**config.mk**
```make
export PLATFORM = sky130hd
export DESIGN_NAME = score_controller
export DESIGN_NICKNAME = d
export VERILOG_FILES = /design/src/rtl/dino_pkg.sv /design/src/rtl/bcd_counter4.sv /design/src/rtl/score_controller.sv
export SDC_FILE = /design/constraint.sdc
export NUM_CORES = 1
export LEC_CHECK = 0
export CAP_MARGIN = 25
export CORE_ASPECT_RATIO = 0.75
export CORE_MARGIN = 4
export CORE_UTILIZATION = 50
export CTS_BUF_LIST = sky130_fd_sc_hd__clkbuf_4 sky130_fd_sc_hd__clkbuf_8 sky130_fd_sc_hd__clkbuf_16
export DETAILED_ROUTE_END_ITERATION = 10
export MAX_ROUTING_LAYER = met4
export PLACE_DENSITY = 0.78
export SYNTH_ARGS = -nofsm -noshare
export SYNTH_HDL_FRONTEND = slang
export SYNTH_SLANG_ARGS = --single-unit
```
**constraint.sdc**
```tcl
create_clock -name clk -period 2.4 [get_ports clk]
set_clock_uncertainty 0.15 [all_clocks]
set_input_delay 0.6 -clock clk [delete_from_list [all_inputs] [get_ports clk]]
set_output_delay 0.6 -clock clk [all_outputs]
set_load 0.01 [all_outputs]
```
**src/rtl/dino_pkg.sv**
```systemverilog
`default_nettype none
// +----------------------------------------------------------------------+
// | Package     : dino_pkg                                               |
// | Description : Shared types and constants for the Dino Run score      |
// |               sequencer.                                             |
// | Revision    : 1.0 - initial release                                  |
// +----------------------------------------------------------------------+
package dino_pkg;

    typedef enum logic [1:0] {
        IDLE = 2'd0,
        RUN  = 2'd1,
        DEAD = 2'd2
    } game_state_t;

    typedef logic [3:0] bcd_digit_t;

    localparam logic [15:0] SCORE_MAX = 16'h9999;

endpackage : dino_pkg
`default_nettype wire

```
**src/rtl/bcd_counter4.sv**
```systemverilog
`default_nettype none
// +----------------------------------------------------------------------+
// | Module      : bcd_counter4                                           |
// | Description : Four-digit BCD score register with synchronous clear,  |
// |               saturation at 9999 and a hundreds-carry strobe.        |
// | Revision    : 1.0 - initial release                                  |
// +----------------------------------------------------------------------+
module bcd_counter4
    import dino_pkg::*;
(
    input  logic        clk,
    input  logic        rst_n,
    input  logic        i_clr,
    input  logic        i_inc,
    output logic [15:0] o_score,
    output logic [15:0] o_score_next,
    output logic        o_sat,
    output logic        o_hundreds_carry
);

    logic [15:0] r_score;
    logic [15:0] w_sum;
    logic        w_carry;
    logic        w_step;

    // Ripple a +1 through the four digits, each digit wrapping 9 -> 0.
    always_comb begin
        w_sum   = r_score;
        w_carry = 1'b1;
        for (int i = 0; i < 4; i++) begin
            if (w_carry) begin
                if (r_score[4*i +: 4] == 4'd9) begin
                    w_sum[4*i +: 4] = 4'd0;
                end else begin
                    w_sum[4*i +: 4] = r_score[4*i +: 4] + 4'd1;
                    w_carry         = 1'b0;
                end
            end
        end
    end

    // Next-value select: clear dominates, increments are dropped at 9999.
    always_comb begin
        o_sat            = (r_score == SCORE_MAX);
        w_step           = i_inc && !o_sat;
        o_score_next     = i_clr ? 16'h0000 : (w_step ? w_sum : r_score);
        o_hundreds_carry = !i_clr && w_step && (r_score[7:0] == 8'h99);
    end

    // Score register.
    always_ff @(posedge clk or negedge rst_n) begin
        if (!rst_n) begin
            r_score <= 16'h0000;
        end else begin
            r_score <= o_score_next;
        end
    end

    assign o_score = r_score;

endmodule : bcd_counter4
`default_nettype wire

```
**src/rtl/score_controller.sv**
```systemverilog
`default_nettype none
// +----------------------------------------------------------------------+
// | Module      : score_controller                                       |
// | Description : Dino Run game FSM, tick prescaler, BCD score, high     |
// |               score tracking, difficulty level and display mux.      |
// | Revision    : 1.0 - initial release                                  |
// +----------------------------------------------------------------------+
module score_controller
    import dino_pkg::*;
#(
    parameter int TICKS_PER_POINT = 10,
    parameter int SPEED_STEPS     = 3
) (
    input  logic       clk,
    input  logic       rst_n,
    input  logic       game_tick,
    input  logic       start,
    input  logic       collision,
    input  logic       show_high,
    output logic       alive,
    output logic [3:0] score3,
    output logic [3:0] score2,
    output logic [3:0] score1,
    output logic [3:0] score0,
    output logic       new_high,
    output logic [1:0] speed_level
);

    localparam int                    c_PRESC_W   = (TICKS_PER_POINT > 1) ? $clog2(TICKS_PER_POINT) : 1;
    localparam logic [c_PRESC_W-1:0]  c_PRESC_MAX = c_PRESC_W'(TICKS_PER_POINT - 1);
    localparam logic [c_PRESC_W-1:0]  c_PRESC_ONE = c_PRESC_W'(1);
    localparam logic [1:0]            c_SPEED_MAX = 2'(SPEED_STEPS);

    game_state_t            r_state;
    game_state_t            w_state_next;
    logic [c_PRESC_W-1:0]   r_presc;
    logic [15:0]            r_high;
    logic [15:0]            w_high_next;
    logic                   r_new_high;
    logic [1:0]             r_speed;
    logic                   r_alive;
    logic [15:0]            r_disp;

    logic [15:0]            w_score;
    logic [15:0]            w_score_next;
    logic                   w_sat;
    logic                   w_hcarry;
    logic                   w_in_run;
    logic                   w_wrap;
    logic                   w_collide;
    logic                   w_restart;
    logic                   w_inc;
    logic                   w_beats_high;

    // Event decode. Collision in RUN suppresses a coincident increment.
    always_comb begin
        w_in_run     = (r_state == RUN);
        w_wrap       = w_in_run && game_tick && (r_presc == c_PRESC_MAX);
        w_collide    = w_in_run && collision;
        w_restart    = start && (r_state != RUN);
        w_inc        = w_wrap && !collision && !w_sat;
        w_beats_high = (w_score > r_high);
        w_high_next  = (w_collide && w_beats_high) ? w_score : r_high;
    end

    bcd_counter4 u_bcd_counter4 (
        .clk              (clk),
        .rst_n            (rst_n),
        .i_clr            (w_restart),
        .i_inc            (w_inc),
        .o_score          (w_score),
        .o_score_next     (w_score_next),
        .o_sat            (w_sat),
        .o_hundreds_carry (w_hcarry)
    );

    // Game state register.
    always_ff @(posedge clk or negedge rst_n) begin
        if (!rst_n) begin
            r_state <= IDLE;
        end else begin
            r_state <= w_state_next;
        end
    end

    // Next-state logic; in DEAD a start beats a simultaneous collision.
    always_comb begin
        w_state_next = r_state;
        case (r_state)
            IDLE:    if (start)     w_state_next = RUN;
            RUN:     if (collision) w_state_next = DEAD;
            DEAD:    if (start)     w_state_next = RUN;
            default:                w_state_next = IDLE;
        endcase
    end

    // Tick prescaler: keeps running even once the score has saturated.
    always_ff @(posedge clk or negedge rst_n) begin
        if (!rst_n) begin
            r_presc <= '0;
        end else if (w_restart) begin
            r_presc <= '0;
        end else if (w_in_run && game_tick) begin
            r_presc <= (r_presc == c_PRESC_MAX) ? '0 : (r_presc + c_PRESC_ONE);
        end
    end

    // High score capture and new-high flag on death; flag cleared on restart.
    always_ff @(posedge clk or negedge rst_n) begin
        if (!rst_n) begin
            r_high     <= 16'h0000;
            r_new_high <= 1'b0;
        end else begin
            r_high <= w_high_next;
            if (w_restart) begin
                r_new_high <= 1'b0;
            end else if (w_collide) begin
                r_new_high <= w_beats_high;
            end
        end
    end

    // Difficulty steps up on every hundreds carry, saturating at the top step.
    always_ff @(posedge clk or negedge rst_n) begin
        if (!rst_n) begin
            r_speed <= 2'd0;
        end else if (w_restart) begin
            r_speed <= 2'd0;
        end else if (w_hcarry && (r_speed < c_SPEED_MAX)) begin
            r_speed <= r_speed + 2'd1;
        end
    end

    // Registered display outputs built from next-cycle values so they track
    // the internal state with a single cycle of latency.
    always_ff @(posedge clk or negedge rst_n) begin
        if (!rst_n) begin
            r_alive <= 1'b1;
            r_disp  <= 16'h0000;
        end else begin
            r_alive <= (w_state_next != DEAD);
            r_disp  <= ((w_state_next == DEAD) && show_high) ? w_high_next : w_score_next;
        end
    end

    assign alive       = r_alive;
    assign score3      = r_disp[15:12];
    assign score2      = r_disp[11:8];
    assign score1      = r_disp[7:4];
    assign score0      = r_disp[3:0];
    assign new_high    = r_new_high;
    assign speed_level = r_speed;

endmodule : score_controller
`default_nettype wire
```
==> reports/summary.txt <==
flip-flop and latch count after synthesis -> 58
unrepaired setup endpoints after global routing -> true
Critical Path Start Type -> register
first-pass GRT wire length -> 12,600 um
Worst setup EP type -> register
Cell Rows -> 24
worst setup margin -> -0.330 ns
async set-or-reset flop fraction in the synthesized netlist -> 1.00
type of the worst min-delay path -> primary input to asynchronous set/reset pin
CP Depth -> 10
layout cells sized above 1 -> 0.311
DRT antenna net count -> 0
sequential fraction of the synthesis area -> 0.457
cell family with most CP delay -> multiplexers
CTS buffer count -> 9
dpl ws -> -0.343 ns
Largest stage delay, worst path -> 0.35 ns
clock sink count -> 58
DR WL/cell -> 16.8 um
CP most frequent cell -> mux2_4
critical path peak fanout -> 10
area fraction of the dominant cell type after synthesis -> 0.449
slowest stage cell, crit path -> dfrtp_1
Final Hold Fails -> 0
DRC Markers -> 0
Synth Net Count -> 331
initial antenna violation count -> 0
vias per cell -> 5.53
worst hold slack -> 0.103 ns
outcome -> complete, but fails checks
leakage -> 0.00199 uW
die width -> 100 um
number of synthesized flops with an enable pin -> 0
CTS max path bufs -> 2
CTS Hold Bufs -> 0
Initial Util -> 0.531
commonest cells in the netlist -> dfrtp_1, nand2_1, inv_1
Total Wirelength -> 7900 um
PwrDens -> 488 nW/um^2
maxcap violations -> 0
port bufs -> 25
worst r2r src -> r_high[11]
Primary FF master, synth -> dfrtp_1
failing checks -> setup timing
Required @ worst endpoint -> 2.48 ns
H-tree lvl count -> 3
Post-Synthesis Cell Area -> 3180 um^2
most common cell in the netlist -> dfrtp_1
Slew Limit Fails -> 0
Top-Level Pins -> 26
fin crit share -> 1.14
cells along the critical path -> inv_1 > ha_1 > nand4_1 > nor4_2 > buf_4 > a21bo_4 > a31oi_4 > buf_12 > mux2_4 > mux2_4
Worst slew margin -> 0.557
Yosys top cell by area -> dfrtp_1
worst reg-to-reg path cell count -> 10
critical path class -> register to register
Area growth syn-to-layout -> 34.9%
vias in the first global route -> 2,604
main area contributors after synthesis -> dfrtp_1, ha_1, mux2_2
Worst-Margin Slew -> 0.661 ns
First-pass DRT Iterations -> 4
via count -> 2,601
final estimated routing congestion in global placement -> 0.833
gr ovfl total -> 0
CTS root buf -> clkbuf_8
Die Span Y -> 77.0 um
r2r setup slk -> -0.33 ns
post-layout min period -> 2.73 ns
TritonCTS clock tree -> built
largest net degree at the start of global routing -> 59
setup TNS -> -4.63 ns
Ys Warns -> 0
Ant. Diodes -> 0
Synth Area per Inst -> 10.4 um^2
Placeable Area -> 5980 um^2
fillcell total -> 420
Synth cell types -> 60
nets@finish -> 412
Clk Latency, worst-skew pair -> 0.34 ns
initial drt markers -> 159
hpwl dp -> 5360 um
clk slew on worst S/H paths -> 0.06 ns
IR drop worst, VDD -> 0.000372 V
Final setup viols -> 29
Critical R2R Capture -> r_disp[13]
Final Util -> 0.717
CP arrival -> 2.81 ns
Max Fclk -> 366 MHz
cells after synthesis -> 306
CP Buf/Inv Count -> 3
global-route usage over all layers -> 0.213
full die area -> 7700 um^2
==> placed cells by master, fill, tap and decap left out, types with 3 or more instances in the layout <==
master            n
a21oi_1           9
nand4_1           4
a221o_1           7
clkinv_2          3
mux2_4           12
ha_4              4
buf_4            55
ha_1             15
mux2_2            3
nand3_1           8
clkbuf_8         10
dfrtp_1          57
nand2_1          30
nand2b_1          3
inv_1            23
xnor2_1          10
and2_1            4
clkbuf_4          3
nor2_1           22
o21ai_0          17
clkdlybuf4s50_1  24
mux2i_1          11
==> what timing repair did <==
| item | 4_1_cts | 5_1_grt |
|---|---|---|
| buffers inserted | 0 | 6 |
| hold endpoints to repair | 0 | 0 |
| setup endpoints to repair | 27 | 30 |
| gates resized for setup | 3 | 22 |
| gates cloned | 0 | 1 |
| pin swaps | 1 | 1 |
==> layout make-up <==
cell class                 instances  area, um^2  area share
inverter                          24        90.1      0.0210
clock inverter                     3        15.0     0.00350
tap                               78        97.6      0.0228
multi-input combinational        210        1730       0.405
sequential                        58        1450       0.339
timing repair buffer              84         734       0.171
clock buffer                      13         160      0.0374
==> power by group <==
part / switching, uW / internal, uW / leakage, uW
Sequential: 27.0 / 1010 / 0.000757
Clock: 370 / 432 / 0.0000974
Combinational: 134 / 112 / 0.00114
==> worst reg2reg max path: stages (launching register included) <==
cell	delay (ns)
dfrtp_1	0.35
inv_1	0.05
ha_1	0.29
nand4_1	0.17
nor4_2	0.28
buf_4	0.17
a21bo_4	0.22
a31oi_4	0.19
buf_12	0.18
mux2_4	0.31
mux2_4	0.25
==> registers in the layout, indices dropped and copies added (netlist names) <==
| register | count |
|---|---|
| alive | 1 |
| u_bcd_counter4.o_score | 16 |
| r_presc | 4 |
| r_disp | 16 |
| speed_level | 2 |
| r_state | 2 |
| new_high | 1 |
| r_high | 16 |
==> per-stage QoR <==
stage | power, uW | cells | instance area, um^2
3_3_place_gp | 1300 | 447 | 3890
3_5_place_dp | 1300 | 447 | 3890
6_report | 2090 | 470 | 4280
4_1_cts | 2110 | 463 | 4080
2_1_floorplan | 1170 | 306 | 3210
5_1_grt | 2180 | 470 | 4280
==> cell families after synthesis <==
| group | share of synthesized area |
|---|---|
| simple gates | 0.165 |
| flops | 0.457 |
| compound gates | 0.133 |
| buf+inv | 0.0508 |
| mux | 0.0879 |
| fa+ha+maj | 0.0749 |
| xor+xnor | 0.0303 |
==> worst max-delay path by stage <==
stage | from | endpoint
final | r_high[11] | r_disp[13]
after detailed placement | collision | r_disp[11]
after CTS | r_high[8] | r_disp[13]
after global routing | r_high[11] | r_disp[13]
after floorplan | u_bcd_counter4.o_score[10] | r_disp[11]
after global placement | r_high[8] | r_disp[5]
==> routing by layer <==
layer  routed length [um]  track usage
met1                 3660        0.280
met2                 3660        0.315
met3                  490       0.0698
met4                   87       0.0646
met5                    0            -
(Power assumes the default switching activity.)
